**src/rtl/spi_target_pkg.sv**
```systemverilog
// Shared register map, bit positions and FSM state type for the SPI responder.
package spi_target_pkg;

  localparam logic [1:0] REG_DATA    = 2'd0;
  localparam logic [1:0] REG_STATUS  = 2'd1;
  localparam logic [1:0] REG_CTRL    = 2'd2;
  localparam logic [1:0] REG_DEFAULT = 2'd3;

  localparam int unsigned ST_RX_FULL  = 0;
  localparam int unsigned ST_TX_EMPTY = 1;
  localparam int unsigned ST_RX_OVR   = 2;
  localparam int unsigned ST_TX_UND   = 3;
  localparam int unsigned ST_BUSY     = 4;
  localparam int unsigned ST_IRQ      = 7;

  localparam int unsigned CT_EN     = 0;
  localparam int unsigned CT_RX_IRQ = 1;
  localparam int unsigned CT_TX_IRQ = 2;

  typedef enum logic {IDLE, SHIFT} spi_target_state_t;

endpackage

```
**src/rtl/spi_target_sync.sv**
```systemverilog
// Pin synchronizer: SYNC_STAGES flops, then one flop for rise/fall detection.
module spi_target_sync #(
  parameter int unsigned SYNC_STAGES = 2,
  parameter logic        RESET_VAL   = 1'b0
) (
  input  logic clk_i,
  input  logic rst_ni,
  input  logic pin_i,
  output logic level_o,
  output logic rise_o,
  output logic fall_o
);

  logic [SYNC_STAGES-1:0] sync_q;
  logic                   last_q;

  always_ff @(posedge clk_i or negedge rst_ni) begin
    if (!rst_ni) begin
      sync_q <= {SYNC_STAGES{RESET_VAL}};
      last_q <= RESET_VAL;
    end else begin
      sync_q <= {sync_q[SYNC_STAGES-2:0], pin_i};
      last_q <= sync_q[SYNC_STAGES-1];
    end
  end

  assign level_o = sync_q[SYNC_STAGES-1];
  assign rise_o  = level_o & ~last_q;
  assign fall_o  = ~level_o & last_q;

endmodule

```
**src/rtl/spi_target.sv**
```systemverilog
// SPI mode-0 responder on the 6502 bus; SPI pins oversampled in the i_clk domain.
// Build option SPI_TARGET_IRQ_EN enables the interrupt output and CTRL[2:1].
module spi_target
  import spi_target_pkg::*;
#(
  parameter int unsigned SYNC_STAGES = 2,
  parameter logic [7:0]  DEFAULT_TX  = 8'hFF
) (
  input  logic       i_clk,
  input  logic       i_rst_n,
  input  logic       i_cs,
  input  logic       i_rwb,
  input  logic [1:0] i_addr,
  input  logic [7:0] i_data,
  output logic [7:0] o_data,
  input  logic       i_spi_cs_n,
  input  logic       i_spi_clk,
  input  logic       i_spi_mosi,
  output logic       o_spi_miso,
  output logic       o_spi_miso_oe,
  output logic       o_irqb
);

  logic cs_n_unused_lvl, cs_n_rise, cs_n_fall;
  logic sclk_unused_lvl, sclk_rise, sclk_fall;
  logic mosi_lvl, mosi_unused_rise, mosi_unused_fall;

  spi_target_sync #(.SYNC_STAGES(SYNC_STAGES), .RESET_VAL(1'b1)) u_sync_cs_n (
    .clk_i(i_clk), .rst_ni(i_rst_n), .pin_i(i_spi_cs_n),
    .level_o(cs_n_unused_lvl), .rise_o(cs_n_rise), .fall_o(cs_n_fall)
  );
  spi_target_sync #(.SYNC_STAGES(SYNC_STAGES), .RESET_VAL(1'b0)) u_sync_sclk (
    .clk_i(i_clk), .rst_ni(i_rst_n), .pin_i(i_spi_clk),
    .level_o(sclk_unused_lvl), .rise_o(sclk_rise), .fall_o(sclk_fall)
  );
  spi_target_sync #(.SYNC_STAGES(SYNC_STAGES), .RESET_VAL(1'b0)) u_sync_mosi (
    .clk_i(i_clk), .rst_ni(i_rst_n), .pin_i(i_spi_mosi),
    .level_o(mosi_lvl), .rise_o(mosi_unused_rise), .fall_o(mosi_unused_fall)
  );

  spi_target_state_t state_q;
  logic [7:0] tx_shift_q, rx_shift_q;
  logic [2:0] bitcnt_q;
  logic       need_load_q;

  logic [7:0] rx_hold_q, rx_hold_d, tx_hold_q, tx_hold_d, default_q, default_d;
  logic       rx_full_q, rx_full_d, tx_empty_q, tx_empty_d;
  logic       rx_ovr_q, rx_ovr_d, tx_und_q, tx_und_d;
  logic [2:0] ctrl_q, ctrl_d;

  logic busy, enable, abort, active, start_cs, byte_start, byte_done;
  logic pop, wr_data, wr_status, wr_ctrl, wr_default, irq_pend;
  logic [7:0] rx_byte, load_byte, status;

  always_comb begin
    busy       = (state_q == SHIFT);
    enable     = ctrl_q[CT_EN];
    abort      = busy & (cs_n_rise | ~enable);
    active     = busy & ~abort;
    start_cs   = ~busy & cs_n_fall & enable;
    byte_start = start_cs | (active & sclk_fall & need_load_q);
    byte_done  = active & sclk_rise & (bitcnt_q == 3'd7);
    rx_byte    = {rx_shift_q[6:0], mosi_lvl};
    load_byte  = tx_empty_q ? default_q : tx_hold_q;
    pop        = i_cs & i_rwb  & (i_addr == REG_DATA);
    wr_data    = i_cs & ~i_rwb & (i_addr == REG_DATA);
    wr_status  = i_cs & ~i_rwb & (i_addr == REG_STATUS);
    wr_ctrl    = i_cs & ~i_rwb & (i_addr == REG_CTRL);
    wr_default = i_cs & ~i_rwb & (i_addr == REG_DEFAULT);
  end

  always_ff @(posedge i_clk or negedge i_rst_n) begin
    if (!i_rst_n) begin
      state_q     <= IDLE;
      tx_shift_q  <= '0;
      rx_shift_q  <= '0;
      bitcnt_q    <= '0;
      need_load_q <= 1'b0;
    end else begin
      case (state_q)
        IDLE: begin
          if (start_cs) begin
            state_q     <= SHIFT;
            tx_shift_q  <= load_byte;
            bitcnt_q    <= '0;
            need_load_q <= 1'b0;
          end
        end
        SHIFT: begin
          if (abort) begin
            state_q     <= IDLE;
            bitcnt_q    <= '0;
            need_load_q <= 1'b0;
          end else if (sclk_rise) begin
            rx_shift_q <= rx_byte;
            if (bitcnt_q == 3'd7) begin
              bitcnt_q    <= '0;
              need_load_q <= 1'b1;
            end else begin
              bitcnt_q <= bitcnt_q + 3'd1;
            end
          end else if (sclk_fall) begin
            // bitcnt==0 with need_load set marks the first fall of the next byte
            if (bitcnt_q != 3'd0) begin
              tx_shift_q <= {tx_shift_q[6:0], 1'b0};
            end else if (need_load_q) begin
              tx_shift_q  <= load_byte;
              need_load_q <= 1'b0;
            end
          end
        end
      endcase
    end
  end

  always_comb begin
    rx_hold_d  = rx_hold_q;
    rx_full_d  = rx_full_q;
    tx_hold_d  = tx_hold_q;
    tx_empty_d = tx_empty_q;
    rx_ovr_d   = rx_ovr_q;
    tx_und_d   = tx_und_q;
    ctrl_d     = ctrl_q;
    default_d  = default_q;

    if (pop) rx_full_d = 1'b0;
    if (wr_status) begin
      if (i_data[ST_RX_OVR]) rx_ovr_d = 1'b0;
      if (i_data[ST_TX_UND]) tx_und_d = 1'b0;
    end
    // A pop on the completing cycle frees the holding register for the new byte
    if (byte_done) begin
      if (!rx_full_d) begin
        rx_hold_d = rx_byte;
        rx_full_d = 1'b1;
      end else begin
        rx_ovr_d = 1'b1;
      end
    end
    if (byte_start) begin
      if (!tx_empty_q) tx_empty_d = 1'b1;
      else             tx_und_d   = 1'b1;
    end
    if (wr_data) begin
      tx_hold_d  = i_data;
      tx_empty_d = 1'b0;
    end
    if (wr_ctrl) begin
`ifdef SPI_TARGET_IRQ_EN
      ctrl_d = i_data[2:0];
`else
      ctrl_d = {2'b00, i_data[CT_EN]};
`endif
    end
    if (wr_default) default_d = i_data;
  end

  always_ff @(posedge i_clk or negedge i_rst_n) begin
    if (!i_rst_n) begin
      rx_hold_q  <= '0;
      rx_full_q  <= 1'b0;
      tx_hold_q  <= '0;
      tx_empty_q <= 1'b1;
      rx_ovr_q   <= 1'b0;
      tx_und_q   <= 1'b0;
      ctrl_q     <= '0;
      default_q  <= DEFAULT_TX;
    end else begin
      rx_hold_q  <= rx_hold_d;
      rx_full_q  <= rx_full_d;
      tx_hold_q  <= tx_hold_d;
      tx_empty_q <= tx_empty_d;
      rx_ovr_q   <= rx_ovr_d;
      tx_und_q   <= tx_und_d;
      ctrl_q     <= ctrl_d;
      default_q  <= default_d;
    end
  end

`ifdef SPI_TARGET_IRQ_EN
  logic irqb_q;
  assign irq_pend = (ctrl_q[CT_RX_IRQ] & rx_full_q) | (ctrl_q[CT_TX_IRQ] & tx_empty_q)
                  | rx_ovr_q | tx_und_q;
  always_ff @(posedge i_clk or negedge i_rst_n) begin
    if (!i_rst_n) irqb_q <= 1'b1;
    else          irqb_q <= ~irq_pend;
  end
  assign o_irqb = irqb_q;
`else
  assign irq_pend = 1'b0;
  assign o_irqb   = 1'b1;
`endif

  always_comb begin
    status              = '0;
    status[ST_RX_FULL]  = rx_full_q;
    status[ST_TX_EMPTY] = tx_empty_q;
    status[ST_RX_OVR]   = rx_ovr_q;
    status[ST_TX_UND]   = tx_und_q;
    status[ST_BUSY]     = busy;
    status[ST_IRQ]      = irq_pend;
    o_data              = '0;
    case (i_addr)
      REG_DATA:    o_data = rx_hold_q;
      REG_STATUS:  o_data = status;
      REG_CTRL:    o_data = {5'b00000, ctrl_q};
      REG_DEFAULT: o_data = default_q;
    endcase
  end

  assign o_spi_miso_oe = busy;
  assign o_spi_miso    = busy & tx_shift_q[7];

endmodule

```
**config.mk**
```make
export PLATFORM = sky130hd
export DESIGN_NAME = spi_target
export DESIGN_NICKNAME = d
export VERILOG_FILES = /design/src/rtl/spi_target_pkg.sv /design/src/rtl/spi_target_sync.sv /design/src/rtl/spi_target.sv
export SDC_FILE = /design/constraint.sdc
export NUM_CORES = 1
export LEC_CHECK = 0
export BUFFER_PORTS_ARGS = -buffer_cell sky130_fd_sc_hd__buf_2
export CAP_MARGIN = 20
export CORE_MARGIN = 4
export CORE_UTILIZATION = 62
export DETAILED_ROUTE_END_ITERATION = 7
export PLACE_DENSITY = 0.83
export SLEW_MARGIN = 10
export SYNTH_ARGS = -nofsm -noshare
export SYNTH_HDL_FRONTEND = slang
export SYNTH_HIERARCHICAL = 1
export SYNTH_SLANG_ARGS = --single-unit
```
**constraint.sdc**
```tcl
create_clock -name i_clk -period 4.1 [get_ports i_clk]
set_input_delay 0.615 -clock i_clk [delete_from_list [all_inputs] [get_ports i_clk]]
set_output_delay 0.615 -clock i_clk [all_outputs]
set_load 0.05 [all_outputs]
```
Yosys cells after proc, flatten, opt, wreduce, memory -nomap -nowiden:

Index checks and enable logic that the tools add are counted.

* bits in registers: 57
* output and inout port bits: 11

* bitwise gates (word level): 31
* muxes and demuxes: 36
* eq/ne operators: 13
* add/subtract/negate cells: 1
* reductions and logical operators: 8

Operator list (number)
* $mux 8: 7
* $pmux 8 s4: 1
* $and 1x1->1: 20
* $mux 1: 20
* $pmux 8 s2: 1
* $mux 3: 4
* $not 1->1: 9
* $ne 2x2->1 const B: 4
* $pmux 3 s2: 1
* $reduce_and 5->1: 1
* $eq 2x2->1 const B: 2
* $ne 4x2->1 const B: 1
* $ne 4x3->1 const B: 1
* $ne 4x4->1 const B: 1
* $pmux 1 s2: 2
* $reduce_and 2->1: 2
* $reduce_and 4->1: 1
* $add 3x1->3 const B: 1
* $eq 3x3->1 const B: 1
* $ne 3x1->1 const B: 1
* $ne 3x2->1 const B: 1
* $reduce_and 3->1: 1
* $reduce_bool 3->1: 1
* $eq 2x1->1 const B: 1
* other kinds (3): 4

Longest topological paths before layout:

Gate-level depths: netlist of run 1.

* depth in word-level cells: 11
* mapped depth: 6

By module:

The synthesis of run 1 kept the hierarchy.

Modules (own cells, without submodules)
* spi_target: times used 1, sequential area each 1237.4 um2, cells an instance 194, area each 2412.3 um2
* spi_target_sync at u_sync_mosi ...: times used 2, sequential area each 75.1 um2, cells an instance 5, area each 90.1 um2
* spi_target_sync at u_sync_cs_n: times used 1, sequential area each 78.8 um2, cells an instance 5, area each 93.8 um2

Worst setup path after synthesis of run 1:

Ideal clock, no wire load.

* kind: register -> output
* from: reg state_q, in the netlist o_spi_miso_oe
* to: out o_data[4]
* setup slack: 1.445 ns
* required time: 3.485 ns
* arrival time: 2.040 ns
* stages on the path, launching flop included: 4
* cells stage by stage: dfrtp_1 -> buf_4 -> mux2i_1 -> o21ai_0

* cells in the longest elaborated chain, start to end: 1

Ends and longest elaborated chain
* start, declared: RTL line spi_target.sv:41 `spi_target_state_t state_q;`
* start signal, assigned: RTL line spi_target.sv:74 `state_q <= IDLE;`
* start signal, assigned: RTL line spi_target.sv:83 `state_q <= SHIFT;`
* start signal, assigned: RTL line spi_target.sv:91 `state_q <= IDLE;`
* $pmux 8 s4: RTL line spi_target.sv:203 `case (i_addr)`
* end, declared: RTL line spi_target.sv:15 `output logic [7:0] o_data,`

No other way between the ends.

Worst setup path in the final report of run 1:

* from: in i_addr[0]
* to: out o_data[3]

* cells in the longest elaborated chain, start to end: 2

Ends and longest elaborated chain
* start, declared: RTL line spi_target.sv:13 `input logic [1:0] i_addr,`
* $eq 2x2->1, or another cell as far along: RTL line spi_target.sv:203
* $pmux 8 s4 (*): RTL line spi_target.sv:203

Every way passes the cells marked *; elsewhere a longest branch is shown, timed or not.

==> results of run 1 <==
final cells by class:
cell class                 count  area [um^2]
multi-input combinational    135         1130
tap                           50         62.6
timing repair buffer          27          138
fill                         290         1090
sequential                    57         1440
inverter                       6         22.5
clock buffer                  15          166
worst register-to-register path, delay by kind of cell, from the launching register on:
family        cells  cell delay [ns]
flops             1             0.53
mux               1             0.37
simple gates      4             0.99
where the power goes:
| part | switching [mW] | leakage, nW | internal, mW |
|---|---|---|---|
| logic | 0.147 | 0.664 | 0.144 |
| clock network | 0.195 | 0.0838 | 0.250 |
| registers | 0.0734 | 0.708 | 0.674 |
| total | 0.416 | 1.46 | 1.07 |
how the worst max path moves through the flow:
stage	end	depth (start not counted)
2_1_floorplan	o_data[4]	3
3_5_place_dp	o_data[4]	5
4_1_cts	o_data[4]	5
3_3_place_gp	o_data[5]	4
6_report	o_data[3]	5
5_1_grt	o_data[4]	5
placed cells by master (no fill, tap or decap), drive strengths merged, types with 2 or more instances in the layout:
| cell type | instances |
|---|---|
| nand2 | 32 |
| and2 | 2 |
| o21ai | 6 |
| o21a | 2 |
| nor2 | 5 |
| nand3 | 2 |
| dfstp | 12 |
| clkbuf | 15 |
| a21oi | 4 |
| a22o | 6 |
| mux2i | 13 |
| inv | 6 |
| nor4bb | 2 |
| and2b | 3 |
| ha | 3 |
| nor2b | 3 |
| buf | 27 |
| mux2 | 40 |
| dfrtp | 45 |
routing by layer:
metal / part of all wire / up-vias
li1: - / 784
met1: 0.45 / 831
met2: 0.47 / 53
met3: 0.047 / 18
met4: 0.030 / 0
met5: 0 / -
state kept, by name (all words and copies together), names as in the netlist, 2 cells and up:
signal and count:
default_q 8, rx_hold_q 8, tx_hold_q 8, tx_shift_q 8, rx_shift_q 7, bitcnt_q 3
u_sync_cs_n/sync_q 2, u_sync_mosi/sync_q 2, u_sync_sclk/sync_q 2
stage by stage:
| step | hold WS (ns) | cells | power, mW |
|---|---|---|---|
| 2_1_floorplan | 0.319 | 206 | 0.964 |
| 3_3_place_gp | 0.332 | 275 | 1.03 |
| 3_5_place_dp | 0.339 | 275 | 1.05 |
| 4_1_cts | 0.331 | 290 | 1.50 |
| 5_1_grt | 0.364 | 290 | 1.56 |
| 6_report | 0.319 | 290 | 1.48 |
==> flow_summary.ini, run 1 <==
[worst_setup_path]
rrSetupSlack_ns = 2.10
timing.rr.end = rx_hold_q[5]$_DFFE_PN0P_
reg2reg_depth = 5
cp.arrival_ns = 1.77
crit_buf_inv = 2
crit_family = buffers and inverters
max_stage_delay_ns = 0.35
worstSetupPathType = input port to output pin
crit_chain = buf_2 -> and2_1 -> nand2_1 -> o21ai_0 -> buf_2
critPathMaxFanout = 12
startpoint = i_addr[0]
worstPathRequired_ns = 3.48
r2r-start = u_sync_cs_n/sync_q[1]$_DFF_PN1_
crit_slowest_cell = and2_1
cp-start-kind = input port
critPathCaptureType = output pin
crit_top_cell = buf_2

[global_route]
grt_usage = 0.215
grt_max_degree = 31
grt.busiest_layer = met2
grtUsageMet3 = 0.0492
grt.met2_usage = 0.343
gr-total-overflow = 0
grt_pass1_wl_mm = 8.38
grt_pass1_vias = 1800
antenna_found_initial = 0
grtUsageMet1 = 0.270

[place]
io_buffers = 26
placed_area_mm2 = 0.00280
dp_hpwl_mm = 3.53
preCtsSetupSlack_ns = 1.77
gp_congestion = 0.775

[cts]
cts_setup_buffers = 0
cts_buffers = 9
root_buffer = clkbuf_8
cts_tree = done
clockBufferDepth = 2
cts_resized = 0
clkLatencyLatePin_ns = 0.32
cts_htree_levels = 3
cts-hold-fix-buffers = 0
clock-sinks = 57
clk_pin_slew_ns = 0.06

[route]
ant_nets = 0
totalWireLength_mm = 5.01
via_count = 1686
viasPerCell = 5.81
drt-pass1-iter-count = 4
drc = 0
wl_per_cell_um = 17.3
drt_iter0_drc = 50

[floorplan]
coreArea_mm2 = 0.00406
die_x_um = 73.3
pin_count = 28
die_area_mm2 = 0.00538
die_y_um = 73.3
start_util = 0.652
num_rows = 23

[timing]
worstMarginPinSlew_ns = 0.741
setup_ws_ns = 1.72
period_minus_slack_ns = 2.38
relSlewSlack = 0.504
grt_setup_unrepaired = false
fin_skew_ns = 0.00514
hold_viol = 0
period_share = 0.581
slew_viol_final = 0
fmax_ghz = 0.420
setup_tns_ns = 0
finalSetupViolCount = 0

[power]
p_per_area_mw_per_mm2 = 501
leakagePower_nw = 1.46
peakVddDrop_mv = 0.296

[run_status]
status = finished, final reports clean

[cells_and_area]
nNetsFinal = 256
drive_above_1_share = 0.425
final_core_util = 0.730
syn_to_final_growth_pct = 12.0
stdcell_area_mm2 = 0.00296
diodes = 0

[synth]
syn-num-nets = 226
syn_area_mm2 = 0.00265
avgSynthCellArea_um2 = 12.8
syn_inst = 206
yosysWarningCount = 6

[flow_run]
max-cap-violations = 0

[min_path]
hold_path.class = input port to async pin
Power figures use the tool's default switching activity.
==> inputs of run 2 (changes only) <==
- CORE_UTILIZATION: 62 -> 52
- PLACE_DENSITY: 0.83 -> 0.75
- clock period: 4.1 -> 2 ns (I/O delays scaled with it)
==> run 2 against run 1 <==
Highest routed layer unchanged. Count of clock-buffer cells in the layout decreased by 2. Non-clock buffer count grew 7. Critical path type is now flop to output pin. Critical endpoint is now o_data[0]. Total power increased by 110%. First-iteration DRC count up 10%. Worst setup slack got worse by 1.6 ns. Cell area is 2.8% higher. Register-to-register slack worse by 1.9 ns. Clock skew is 0.00082 ns lower. Critical path depth is 3 lower.
==> flow_summary.ini, run 2 (synthesized netlist as in run 1, its figures left out) <==
[run_status]
status = finished, final reports clean

[worst_setup_path]
critPathMaxFanout = 9
max_stage_delay_ns = 0.50
cp-start-kind = flop
timing.rr.end = rx_hold_q[7]$_DFFE_PN0P_
startpoint = ctrl_q[0]$_DFFE_PN0P_
reg2reg_depth = 5
r2r-start = u_sync_cs_n/sync_q[1]$_DFF_PN1_
critPathCaptureType = output pin
crit_slowest_cell = mux4_2
worstPathRequired_ns = 1.70
crit_chain = mux4_2 -> buf_2
rrSetupSlack_ns = 0.19
worstSetupPathType = flop to output pin
cp.arrival_ns = 1.53

[cts]
clockBufferDepth = 2
root_buffer = clkbuf_8
clock-sinks = 57
clk_pin_slew_ns = 0.06
clkLatencyLatePin_ns = 0.33
cts_htree_levels = 3
cts_buffers = 9
cts_setup_buffers = 0
cts_resized = 0
cts_tree = done

[cells_and_area]
nNetsFinal = 263
final_cell_mix = dfrtp_1, mux2_2, nand2_1
drive_above_1_share = 0.448
final_core_util = 0.633
final_common_cell = dfrtp_1
fillers = 423
syn_to_final_growth_pct = 15.2
stdcell_area_mm2 = 0.00305
diodes = 0

[timing]
hold_viol = 0
finalSetupViolCount = 0
period_minus_slack_ns = 1.83
grt_setup_unrepaired = false
fmax_ghz = 0.545
hold_slack_ns = 0.0649
setup_tns_ns = 0
fin_skew_ns = 0.00432
period_share = 0.917
slew_viol_final = 0

[power]
p_int_mw = 2.20
p_comb_frac = 0.201
p_per_area_mw_per_mm2 = 1000
peakVddDrop_mv = 0.616
p_seq_frac = 0.494
p_total_mw = 3.06
p_sw_mw = 0.855
switching_share = 0.280
pwr-share-clk = 0.305
leakagePower_nw = 1.50

[min_path]
hp-start = i_spi_cs_n
hold_path.class = input port to flop
hold_end = u_sync_cs_n/sync_q[0]$_DFF_PN1_
holdPathStages = 1

[global_route]
gr-total-overflow = 0
grt_usage = 0.174
grt_pass1_wl_mm = 8.17
antenna_found_initial = 0
grt_max_degree = 24
grt_pass1_vias = 1633

[floorplan]
pin_count = 28
die_x_um = 79.3
die_area_mm2 = 0.00629
num_rows = 25
coreArea_mm2 = 0.00482
die_y_um = 79.3
start_util = 0.549

[route]
drt-pass1-iter-count = 4
wl_per_cell_um = 15.1
ant_nets = 0
drt_iter0_drc = 55
viasPerCell = 5.15
drc = 0
totalWireLength_mm = 4.75
via_count = 1623

[place]
placed_area_mm2 = 0.00286
io_buffers = 26
dp_hpwl_mm = 3.60
gp_congestion = 0.803

[flow_run]
max-cap-violations = 0
-- run 2: cell count changes in the layout (fill, tap and decap cells not counted), sizes merged --
cell,delta
buf,+6
clkbuf,-2
clkinv,+3
dlygate4sd3,+1
-- run 2: timing repair --
action | in CTS | in global routing
endpoints found under the setup margin | 0 | 0
endpoints found under the hold margin | 13 | 0
hold buffers | 1 | 0
-- run 2: metrics by stage --
step                cells  worst slack [ns]
floorplan             206            0.0364
global placement      298             0.217
detailed placement    298             0.190
CTS                   315             0.141
global route          315            0.0923
finish                315             0.166
-- run 2: worst max-delay path by stage --
| stage | endpoint | slack (ns) | cells after the start |
|---|---|---|---|
| 6_report | o_data[0] | 0.17 | 2 |
| 5_1_grt | rx_hold_q[2]$_DFFE_PN0P_ | 0.09 | 5 |
| 4_1_cts | o_data[0] | 0.14 | 2 |
| 3_5_place_dp | tx_shift_q[1]$_DFFE_PN0P_ | 0.19 | 6 |
| 3_3_place_gp | tx_shift_q[7]$_DFFE_PN0P_ | 0.22 | 5 |
| 2_1_floorplan | o_data[4] | 0.04 | 3 |
-- run 2: final cells by class --
| class | instances | area, um^2 | area share |
|---|---|---|---|
| clock buffer | 13 | 159 | 0.0521 |
| tap | 67 | 83.8 | 0.0275 |
| clock inverter | 3 | 15.0 | 0.00493 |
| timing repair buffer | 34 | 193 | 0.0632 |
| sequential | 57 | 1440 | 0.473 |
| inverter | 6 | 22.5 | 0.00739 |
| multi-input combinational | 135 | 1130 | 0.372 |
-- run 2: metal layers --
layer  vias to the layer above  track usage  part of all wire  wire (um)
li1                        802            -                 -          -
met1                       789        0.218              0.45       2160
met2                        26        0.279              0.50       2360
met3                         6       0.0544             0.037        174
met4                         0       0.0670             0.012         59
met5                         -            0                 0          0
-- run 2: worst max-delay path: cells and delay by family (launching register included) --
kind / cells / cell delay, ns
multiplexers: 1 / 0.50
flip-flops: 1 / 0.48
buffers and inverters: 1 / 0.23
-- run 2: power by group through the flow --
stage	clock network (mW)	registers [mW]	logic, mW
2_1_floorplan	0	1.47	0.502
3_3_place_gp	0	1.52	0.611
3_5_place_dp	0	1.53	0.621
4_1_cts	0.963	1.51	0.625
5_1_grt	1.02	1.54	0.674
6_report	0.934	1.51	0.614
==> inputs of run 3 (changes only) <==
- BUFFER_PORTS_ARGS: -buffer_cell sky130_fd_sc_hd__buf_2 -> -buffer_cell sky130_fd_sc_hd__buf_4
==> run 3 against run 2 <==
Routed wire length decreased by 0.29%. Via count rose by 1.8%. Register-to-register slack about the same. Sequential power is essentially flat. Cell count down 0.63%. Total power is 0.99% higher. Critical path depth increased by 2. First-iteration DRC count rose by 62%. Count of clock-buffer cells in the layout is the same. Combinational power increased by 5.5%. Fmax increased by 0.86%. Critical path type unchanged. Largest cell class unchanged. Largest power group unchanged.
==> flow_summary.ini, run 3 (synthesized netlist as in run 1, its figures left out) <==
[global_route]
grtUsageMet1 = 0.228
grt_usage = 0.174
gr-total-overflow = 0
grtUsageMet3 = 0.0454
grt_max_degree = 58
grt.busiest_layer = met2
antenna_found_initial = 0
grt_pass1_vias = 1682
grt.met2_usage = 0.271
grt_pass1_wl_mm = 8.23

[floorplan]
pin_count = 28
die_x_um = 79.3
start_util = 0.549
num_rows = 25
die_area_mm2 = 0.00629
die_y_um = 79.3
coreArea_mm2 = 0.00482

[power]
switching_share = 0.279
peakVddDrop_mv = 0.535
leakagePower_nw = 1.51
p_comb_frac = 0.210
p_seq_frac = 0.487
p_sw_mw = 0.863
pwr-share-clk = 0.303
p_int_mw = 2.22
p_per_area_mw_per_mm2 = 997

[cts]
cts_setup_buffers = 0
root_buffer = clkbuf_8
clockBufferDepth = 2
cts_htree_levels = 3
clock-sinks = 57
cts-hold-fix-buffers = 0
cts_tree = done
cts_resized = 0
cts_buffers = 9
clk_pin_slew_ns = 0.06
clkLatencyLatePin_ns = 0.33

[place]
io_buffers = 26
gp_congestion = 0.814
dp_hpwl_mm = 3.43

[timing]
grt_setup_unrepaired = false
period_minus_slack_ns = 1.82
fmax_ghz = 0.550
hold_slack_ns = 0.00414
finalSetupViolCount = 0
setup_tns_ns = 0
period_share = 0.909
fin_skew_ns = 0.00573
slew_viol_final = 0
relSlewSlack = 0.537
hold_viol = 0
worstMarginPinSlew_ns = 0.695

[cells_and_area]
diodes = 0
nNetsFinal = 261
final_common_cell = dfrtp_1
syn_to_final_growth_pct = 17.0
final_cell_mix = dfrtp_1, mux2_2, buf_4
drive_above_1_share = 0.447

[worst_setup_path]
crit_slowest_cell = dfstp_2
reg2reg_depth = 6
critPathMaxFanout = 8
worstSetupPathType = flop to output pin
worstPathRequired_ns = 1.70
r2r-start = bitcnt_q[0]$_DFFE_PN0P_
max_stage_delay_ns = 0.56
critPathCaptureType = output pin
startpoint = tx_empty_q$_DFFE_PN1P_
crit_path_end = o_data[1]
crit_top_cell = buf_4
cp.arrival_ns = 1.52
rrSetupSlack_ns = 0.19
cp-start-kind = flop
timing.rr.end = tx_shift_q[3]$_DFFE_PN0P_
crit_chain = buf_4 -> mux2i_1 -> o21ai_1 -> buf_4

[route]
ant_nets = 0
drt-pass1-iter-count = 4
wl_per_cell_um = 15.1
viasPerCell = 5.28
drc = 0
totalWireLength_mm = 4.73
drt_iter0_drc = 89
via_count = 1652

[flow_run]
max-cap-violations = 0

[run_status]
status = finished, final reports clean

[min_path]
hold_path.class = input port to async pin
[run 3: final cells by class]
type,count,area (um^2)
Tap cell,67,83.8
Inverter,6,22.5
Clock buffer,13,159
Fill cell,397,1720
Timing Repair Buffer,32,240
Sequential cell,57,1440
Multi-Input combinational cell,135,1130
Clock inverter,3,15.0
[run 3: worst min-delay path by stage]
stage                               startpoint                              end  slack (ns)  cells past startpoint
2_1_floorplan                          i_rst_n          bitcnt_q[0]$_DFFE_PN0P_       0.004                      0
3_3_place_gp   u_sync_sclk/sync_q[0]$_DFF_PN0_  u_sync_sclk/sync_q[1]$_DFF_PN0_        0.33                      0
3_5_place_dp   u_sync_mosi/sync_q[0]$_DFF_PN0_  u_sync_mosi/sync_q[1]$_DFF_PN0_        0.34                      0
4_1_cts                                i_rst_n         tx_hold_q[1]$_DFFE_PN0P_        0.04                      1
5_1_grt                                i_rst_n         tx_hold_q[4]$_DFFE_PN0P_        0.06                      1
6_report                               i_rst_n         tx_hold_q[3]$_DFFE_PN0P_       0.004                      1
[run 3: worst max-delay path: cells and delay by family (launching register included)]
family          cells  cell delay, ns
flops               1            0.56
buf+inv             2            0.40
compound gates      1            0.14
mux                 1            0.08
[run 3: per-stage QoR]
step | std cells | setup WS (ns) | total power [mW] | util | cell area, um^2
2_1_floorplan | 206 | 0.0364 | 1.98 | - | 2650
3_3_place_gp | 297 | 0.219 | 2.16 | 0.606 | 2920
3_5_place_dp | 297 | 0.186 | 2.18 | 0.606 | 2920
4_1_cts | 313 | 0.154 | 3.12 | 0.643 | 3100
5_1_grt | 313 | 0.0813 | 3.26 | 0.643 | 3100
6_report | 313 | 0.182 | 3.09 | 0.643 | 3100
[run 3: power by group through the flow]
stage               registers [mW]  clock network (mW)  logic (mW)
floorplan                     1.47                   0       0.502
global placement              1.51                   0       0.648
detailed placement            1.52                   0       0.657
CTS                           1.50               0.954       0.659
global route                  1.53                1.02       0.715
finish                        1.50               0.936       0.648
[run 3: layer usage]
layer / part of all wire / wire length [um] / vias up
li1: - / - / 793
met1: 0.46 / 2170 / 822
met2: 0.48 / 2290 / 25
met3: 0.036 / 169 / 12
met4: 0.022 / 104 / 0
met5: 0 / 0 / -
